===== src/rtl/penc_pkg.sv =====
// Shared types and helpers for the sequential priority encoder.
// Vectors handed to onehot_or_zero are zero-extended to PENC_MAX_W bits.
package penc_pkg;

  typedef enum logic {
    IDLE = 1'b0,
    SCAN = 1'b1
  } state_e;

  localparam int PENC_MAX_W = 64;

  function automatic int clog2(input int v);
    int r;
    r = 0;
    for (int p = 1; p < v; p = p * 2) r++;
    return r;
  endfunction

  // True for zero or exactly one bit set.
  function automatic logic onehot_or_zero(input logic [PENC_MAX_W-1:0] v);
    return (v & (v - 64'd1)) == '0;
  endfunction

endpackage


===== src/rtl/priority_encoder_seq_find.sv =====
// Combinational highest-set-bit finder; any_o flags a nonzero vector.
// Latency 0, no handshake.
module priority_find #(
  parameter int WIDTH = 8,
  parameter int IDX_W = $clog2(WIDTH)
) (
  input  logic [WIDTH-1:0] vec_i,
  output logic [IDX_W-1:0] idx_o,
  output logic             any_o
);

  always_comb begin
    idx_o = '0;
    for (int i = 0; i < WIDTH; i++) begin
      if (vec_i[i]) idx_o = IDX_W'(i);
    end
  end

  assign any_o = |vec_i;

endmodule


===== src/rtl/priority_encoder_seq.sv =====
// Serialises a request vector into one index beat per set bit, highest first.
// Optional PENC_ZERO_BEAT_EN: an all-zero vector yields one beat with out_zero=1.
module priority_encoder_seq
  import penc_pkg::*;
#(
  parameter int WIDTH = 8,
  parameter int IDX_W = clog2(WIDTH)
) (
  input  logic             clk,
  input  logic             rst_n,
  input  logic             in_valid,
  output logic             in_ready,
  input  logic [WIDTH-1:0] in_data,
  output logic             out_valid,
  input  logic             out_ready,
  output logic [IDX_W-1:0] out_idx,
  output logic             out_last
`ifdef PENC_ZERO_BEAT_EN
  ,
  output logic             out_zero
`endif
);

  localparam logic [WIDTH-1:0] ONE = WIDTH'(1);

  state_e           state_q, state_d;
  logic [WIDTH-1:0] pending_q, pending_d;
  logic             pend_any;

  priority_find #(
    .WIDTH (WIDTH),
    .IDX_W (IDX_W)
  ) u_find (
    .vec_i (pending_q),
    .idx_o (out_idx),
    .any_o (pend_any)
  );

  assign in_ready  = (state_q == IDLE);
  assign out_valid = (state_q == SCAN);
  // A zero pending word in SCAN only occurs for the zero beat, which is also final.
  assign out_last  = (state_q == SCAN) && onehot_or_zero(PENC_MAX_W'(pending_q));

`ifdef PENC_ZERO_BEAT_EN
  assign out_zero  = (state_q == SCAN) && !pend_any;
`else
  logic unused_any;
  assign unused_any = pend_any;
`endif

  always_comb begin
    state_d   = state_q;
    pending_d = pending_q;
    case (state_q)
      IDLE: begin
        if (in_valid) begin
          pending_d = in_data;
`ifdef PENC_ZERO_BEAT_EN
          state_d = SCAN;
`else
          if (|in_data) state_d = SCAN;
`endif
        end
      end
      SCAN: begin
        if (out_ready) begin
          pending_d = pending_q & ~(ONE << out_idx);
          if (out_last) state_d = IDLE;
        end
      end
      default: state_d = IDLE;
    endcase
  end

  always_ff @(posedge clk) begin
    if (!rst_n) begin
      state_q   <= IDLE;
      pending_q <= '0;
    end else begin
      state_q   <= state_d;
      pending_q <= pending_d;
    end
  end

endmodule

===== config.mk =====
export PLATFORM = sky130hd
export DESIGN_NAME = priority_encoder_seq
export DESIGN_NICKNAME = d
export VERILOG_FILES = /design/src/rtl/penc_pkg.sv /design/src/rtl/priority_encoder_seq_find.sv /design/src/rtl/priority_encoder_seq.sv
export SDC_FILE = /design/constraint.sdc
export NUM_CORES = 1
export LEC_CHECK = 0
export BUFFER_PORTS_ARGS = -buffer_cell sky130_fd_sc_hd__buf_4
export CORE_AREA = 2 2 39 41
export DETAILED_ROUTE_END_ITERATION = 10
export DIE_AREA = 0 0 41 43
export PLACE_DENSITY_LB_ADDON = 0.15
export SETUP_SLACK_MARGIN = 0.2
export SLEW_MARGIN = 20
export SYNTH_ARGS = -nofsm -noshare
export SYNTH_HDL_FRONTEND = slang
export SYNTH_SLANG_ARGS = --single-unit

===== constraint.sdc =====
create_clock -name clk -period 2.2 [get_ports clk]
set_input_delay 0.44 -clock clk [delete_from_list [all_inputs] [get_ports clk]]
set_output_delay 0.44 -clock clk [all_outputs]
set_load 0.03 [all_outputs]

## Word level (Yosys, flattened, before mapping)

Cells that the tools add are included.

- Flip-flop bits (word level): 9
- Bits of input ports: 12
- Logic and storage cells: 29

- Add/sub/neg operators: 1
- Equal/unequal tests: 2
- Shift-type cells: 1
- Mux-type cells: 15
- Bitwise operators: 4
- Reductions and logical operators: 4

Operator list:

| operator | count |
|---|---|
| $and A8 B64 Y64 | 1 |
| $logic_not A64 Y1 | 1 |
| $mux W8 | 2 |
| $pmux W8 S2 | 1 |
| $mux W3 | 4 |
| $sub A8 B1 Y9 const B | 1 |
| $and A8 B8 Y8 | 1 |
| $not A8 Y8 | 1 |
| $reduce_or A8 Y1 | 1 |
| $shl A1 B3 Y8 const A | 1 |
| $mux W1 | 5 |
| $mux W2 | 2 |
| $ne A2 B2 Y1 const B | 2 |
| $pmux W1 S2 | 1 |
| $reduce_and A2 Y1 | 1 |
| $logic_and A1 B1 Y1 | 1 |
| $not A1 Y1 | 1 |

## Logic depth before layout (Yosys ltp)

- Depth after elaboration: 12
- Mapped depth: 5

## Hierarchy

Synthesis repeated with hierarchy kept, for this count alone.

- Cells, all modules: 72
- Area total of the unflattened synthesis: 564.3 sq um

By module, submodules not included:

| module | instances | cells each | area an instance (sq um) | sequential area each (sq um) |
|---|---|---|---|---|
| priority_encoder_seq | 1 | 60 | 498.0 | 180.2 |
| priority_find | 1 | 12 | 66.3 | 0.0 |

## Worst setup path before layout

Ideal clock, no wire load.

- Path type: reg2out
- Start: reg pending_q[7]
- End: out out_last
- Arrival time: 1.702 ns
- Required time: 1.760 ns
- Setup slack: 0.058 ns
- Cell stages (with the launch flop): 6
- Path through: dfxtp_1 > nor4_4 > inv_2 > a2111oi_4 > nor3_2 > nor2_1

- Word-level cells in the longest chain between the ends: 4

Ends and longest elaborated chain:

| element | RTL line | RTL |
|---|---|---|
| start: declaration | priority_encoder_seq.sv:27 | `logic [WIDTH-1:0] pending_q, pending_d;` |
| start signal: assignment | priority_encoder_seq.sv:81 | `pending_q <= pending_d;` |
| $sub A8 B1 Y9 | penc_pkg.sv:21 | `return (v & (v - 64'd1)) == '0;` |
| $and A8 B64 Y64 (*) | penc_pkg.sv:21 |  |
| $logic_not A64 Y1 (*) | penc_pkg.sv:21 |  |
| $logic_and A1 B1 Y1 (*) | priority_encoder_seq.sv:42 | `assign out_last = (state_q == SCAN) && onehot_or_zero(PENC_MAX_W'(pending_q));` |
| end: declaration | priority_encoder_seq.sv:17 | `output logic out_last` |

Every way passes the cells marked *; elsewhere a longest branch is shown, timed or not.

## Worst setup path after layout

- Start: reg pending_q[6]
- End: out out_last

The elaborated chain is that of the path after synthesis.

==> flow_metrics.py <==
metrics = {
    "outcome": {
        "status": "finished, final reports clean",
    },
    "grt": {
        "grt_max_degree": 11,
        "overflow": 0,
        "track_usage_pct": 19.6,
        "antenna_found_initial": 0,
        "first_global_vias": 562,
        "grt_pass1_wl_mm": 2.42,
    },
    "die": {
        "start_util_pct": 41.4,
        "io-pin-count": 18,
        "rows": 14,
        "die-area_sq_mm": 0.00176,
        "dieHeight_um": 43,
        "core-area_sq_mm": 0.00138,
        "die_w_um": 41,
    },
    "setup_path": {
        "setup.worst_path.start": "pending_q[6]$_SDFFE_PN0P_",
        "slowest_delay_ns": 0.35,
        "cp_slowest_cell": "dfxtp_4",
        "endpoint": "out_last",
        "crit_fanout": 5,
        "cp-end-kind": "output port",
        "worstSetupStartpointType": "flop",
        "path_class": "reg2out",
        "cp.required_ns": 1.76,
        "r2r-start": "pending_q[6]$_SDFFE_PN0P_",
        "path_cells": "nor4_4 -> inv_2 -> a2111oi_4 -> nor3_2 -> nor2_4 -> buf_6",
        "rr_endpoint": "out_valid$_SDFF_PN0_",
        "r2r_slack_ns": 0.49,
        "reg2regPathDepth": 6,
        "critPathArrivalTime_ns": 1.71,
    },
    "sta": {
        "hold_viol_final": 0,
        "finalClockSkew_ns": 0.00293,
        "setup_viol": 0,
        "finalCriticalPeriod_ns": 2.15,
        "relSlewSlack_pct": 64.2,
        "rsz0062_at_grt": "yes",
        "fmax_ghz": 0.466,
        "setup_tns_ns": 0,
        "worst-slew-pin-transition_ns": 0.535,
        "maxSlewViolCount": 0,
        "post-route-period-util_pct": 97.6,
    },
    "route": {
        "top_layer_used": "met4",
        "ant_nets": 0,
        "wl_per_cell_um": 13.7,
        "drtIter0Drc": 19,
        "viasPerCell": 5.86,
        "first_pass_iters": 4,
        "wl_mm": 1.47,
        "drc": 0,
        "vias": 627,
        "dr_wl_met2_um": 637,
        "wl_met3_um": 106,
        "drt-met1-wl_um": 699,
    },
    "clocking": {
        "clock_path_buffers": 2,
        "cts_num_sinks": 9,
        "cts-root-buf": "clkbuf_4",
        "cts_buffers": 3,
        "hold_buffers": 0,
        "clk_pin_slew_ns": 0.06,
        "cts_tree": "done",
        "htree_levels": 1,
        "clk_latency_ns": 0.26,
    },
    "min_path": {
        "hp-class": "in2reg",
    },
    "power": {
        "cellLeakagePower_uw": 0.000310,
        "power_density_mw_per_mm2": 627,
        "peakVddDrop_uv": 271,
    },
    "synth": {
        "ys_seq_elements": 9,
        "synthXorXnorAreaFrac_pct": 0,
        "synth_area_sq_um": 573,
        "ys_types": 27,
        "synth_top_family_by_area": "compound AO/OA/AOI/OAI gates",
        "muxShareOfSynthArea_pct": 0,
        "yosys.area_share.adder_pct": 1.75,
        "synth_warnings": 0,
        "ys_seq_area_share_pct": 31.4,
        "synth_area_per_cell_sq_um": 8.43,
        "synth-compound-area-share_pct": 37.1,
        "syn_inst": 68,
        "syn_nets": 80,
        "yosys.area_share.simple_pct": 25.8,
    },
    "layout": {
        "fillCellCount": 127,
        "regArea_sq_um": 188,
        "drive_above_1_share_pct": 37.4,
        "fin_nets": 104,
        "multi_input_area_sq_um": 390,
        "antenna_cells": 0,
        "syn_to_final_growth_pct": 39.7,
        "final_area_sq_um": 801,
    },
    "placed_design": {
        "hpwl_mm": 1.06,
        "routabilityCongestion": 0.892,
        "io_buffers": 17,
        "placed_cell_area_sq_um": 721,
    },
    "job": {
        "max_cap_violations": 0,
    },
}
[state kept, by name, indices dropped and copies added (netlist names)]
name / cells
pending_q: 8
out_valid: 1
[worst min-delay path by stage]
| stage | start | end | slack [ns] | depth (start not counted) |
|---|---|---|---|---|
| final | in_data[5] | pending_q[5]$_SDFFE_PN0P_ | 0.43 | 3 |
| after floorplan | pending_q[0]$_SDFFE_PN0P_ | pending_q[0]$_SDFFE_PN0P_ | 0.52 | 2 |
| after detailed placement | pending_q[0]$_SDFFE_PN0P_ | pending_q[0]$_SDFFE_PN0P_ | 0.56 | 2 |
| after global placement | pending_q[0]$_SDFFE_PN0P_ | pending_q[0]$_SDFFE_PN0P_ | 0.55 | 2 |
| after global routing | in_data[0] | pending_q[0]$_SDFFE_PN0P_ | 0.43 | 3 |
| after CTS | in_data[5] | pending_q[5]$_SDFFE_PN0P_ | 0.43 | 3 |
[worst max-delay path: cells and delay by family, from the launching register on]
kind	cells	cell delay, ns
AND/OR/NAND/NOR	3	0.52
AO/OA/AOI/OAI	1	0.32
flip-flops	1	0.35
buffers and inverters	2	0.26
[per-layer routing]
metal	GRT usage, %	up-vias
met3	3.14	5
met5	0	-
met4	8.00	0
met2	28.1	31
li1	-	305
met1	28.1	286
[layout make-up]
class | instances | share of cell area, %
Multi-Input combinational cell | 53 | 48.7
Timing Repair Buffer | 21 | 20.2
Tap cell | 16 | 2.50
Clock buffer | 4 | 3.28
Inverter | 4 | 1.88
Sequential cell | 9 | 23.4
[cell usage after synthesis]
| library cell | instances | area [sq um] |
|---|---|---|
| o22ai_1 | 1 | 6.26 |
| o2111ai_1 | 1 | 8.76 |
| nand2_1 | 8 | 30.0 |
| a2111oi_4 | 1 | 27.5 |
| or2_1 | 2 | 12.5 |
| nor2b_1 | 3 | 18.8 |
| o21ai_0 | 3 | 15.0 |
| nor4_4 | 1 | 21.3 |
| a21oi_1 | 3 | 15.0 |
| nor4_1 | 3 | 18.8 |
| nor3_2 | 1 | 10.0 |
| o21bai_1 | 2 | 15.0 |
| a21boi_0 | 5 | 37.5 |
| inv_1 | 3 | 11.3 |
| a21boi_1 | 3 | 22.5 |
| inv_2 | 1 | 3.75 |
| nand4_1 | 1 | 6.26 |
| maj3_1 | 1 | 10.0 |
| a2111oi_2 | 1 | 15.0 |
| nand3_1 | 3 | 15.0 |
| o211ai_1 | 2 | 15.0 |
| dfxtp_1 | 9 | 180 |
| o311ai_0 | 1 | 8.76 |
| o221a_1 | 1 | 11.3 |
| nor2_1 | 4 | 15.0 |
| clkbuf_1 | 2 | 7.51 |
| a22oi_1 | 2 | 15.0 |
[power by group]
part | switching [uW] | internal, uW | total (uW)
Clock | 60.4 | 70.1 | 130
Combinational | 90.3 | 83.8 | 174
Sequential | 23.5 | 174 | 197
Total | 174 | 328 | 502
[metrics by stage]
step	setup slack (ns)	hold WS (ns)	power [uW]	std cells	utilization (%)
4_1_cts	0.0704	0.428	502	107	57.7
5_1_grt	-0.0478	0.434	532	107	57.9
3_3_place_gp	0.231	0.553	353	99	52.1
2_1_floorplan	0.253	0.524	298	68	-
3_5_place_dp	0.202	0.565	352	99	52.1
6_report	0.0538	0.426	502	107	57.9
[repair_timing]
item / 4_1_cts / 5_1_grt
gates resized for setup: 5 / 2
setup buffers: 4 / 0
pin swaps: 4 / 0
setup endpoints to repair: 1 / 2
[layout by cell type, fill, tap and decap left out]
master,n
clkbuf_4,3
inv_1,3
maj3_1,1
nor4_1,3
dfxtp_1,5
a21boi_0,5
dfxtp_2,3
o21ai_0,3
o211ai_1,2
buf_4,20
clkbuf_1,1
nor2b_1,3
o311ai_0,1
nand4_1,1
a21boi_1,3
nor2_1,3
o22ai_1,1
nor2_4,1
a22oi_1,2
dfxtp_4,1
o221a_1,1
o21bai_1,2
o2111ai_1,1
nand3_1,3
a2111oi_4,2
buf_6,1
a21oi_1,3
nor3_2,1
nand2_1,8
or2_1,2
inv_2,1
nor4_4,1
[cell families after synthesis]
| logic type | after synthesis |
|---|---|
| flip-flops | 9 |
| AND/OR/NAND/NOR | 26 |
| AO/OA/AOI/OAI | 26 |
| adder cells (fa/ha/maj) | 1 |
| buffers and inverters | 6 |
No activity file was read; power rests on OpenSTA's default activity.
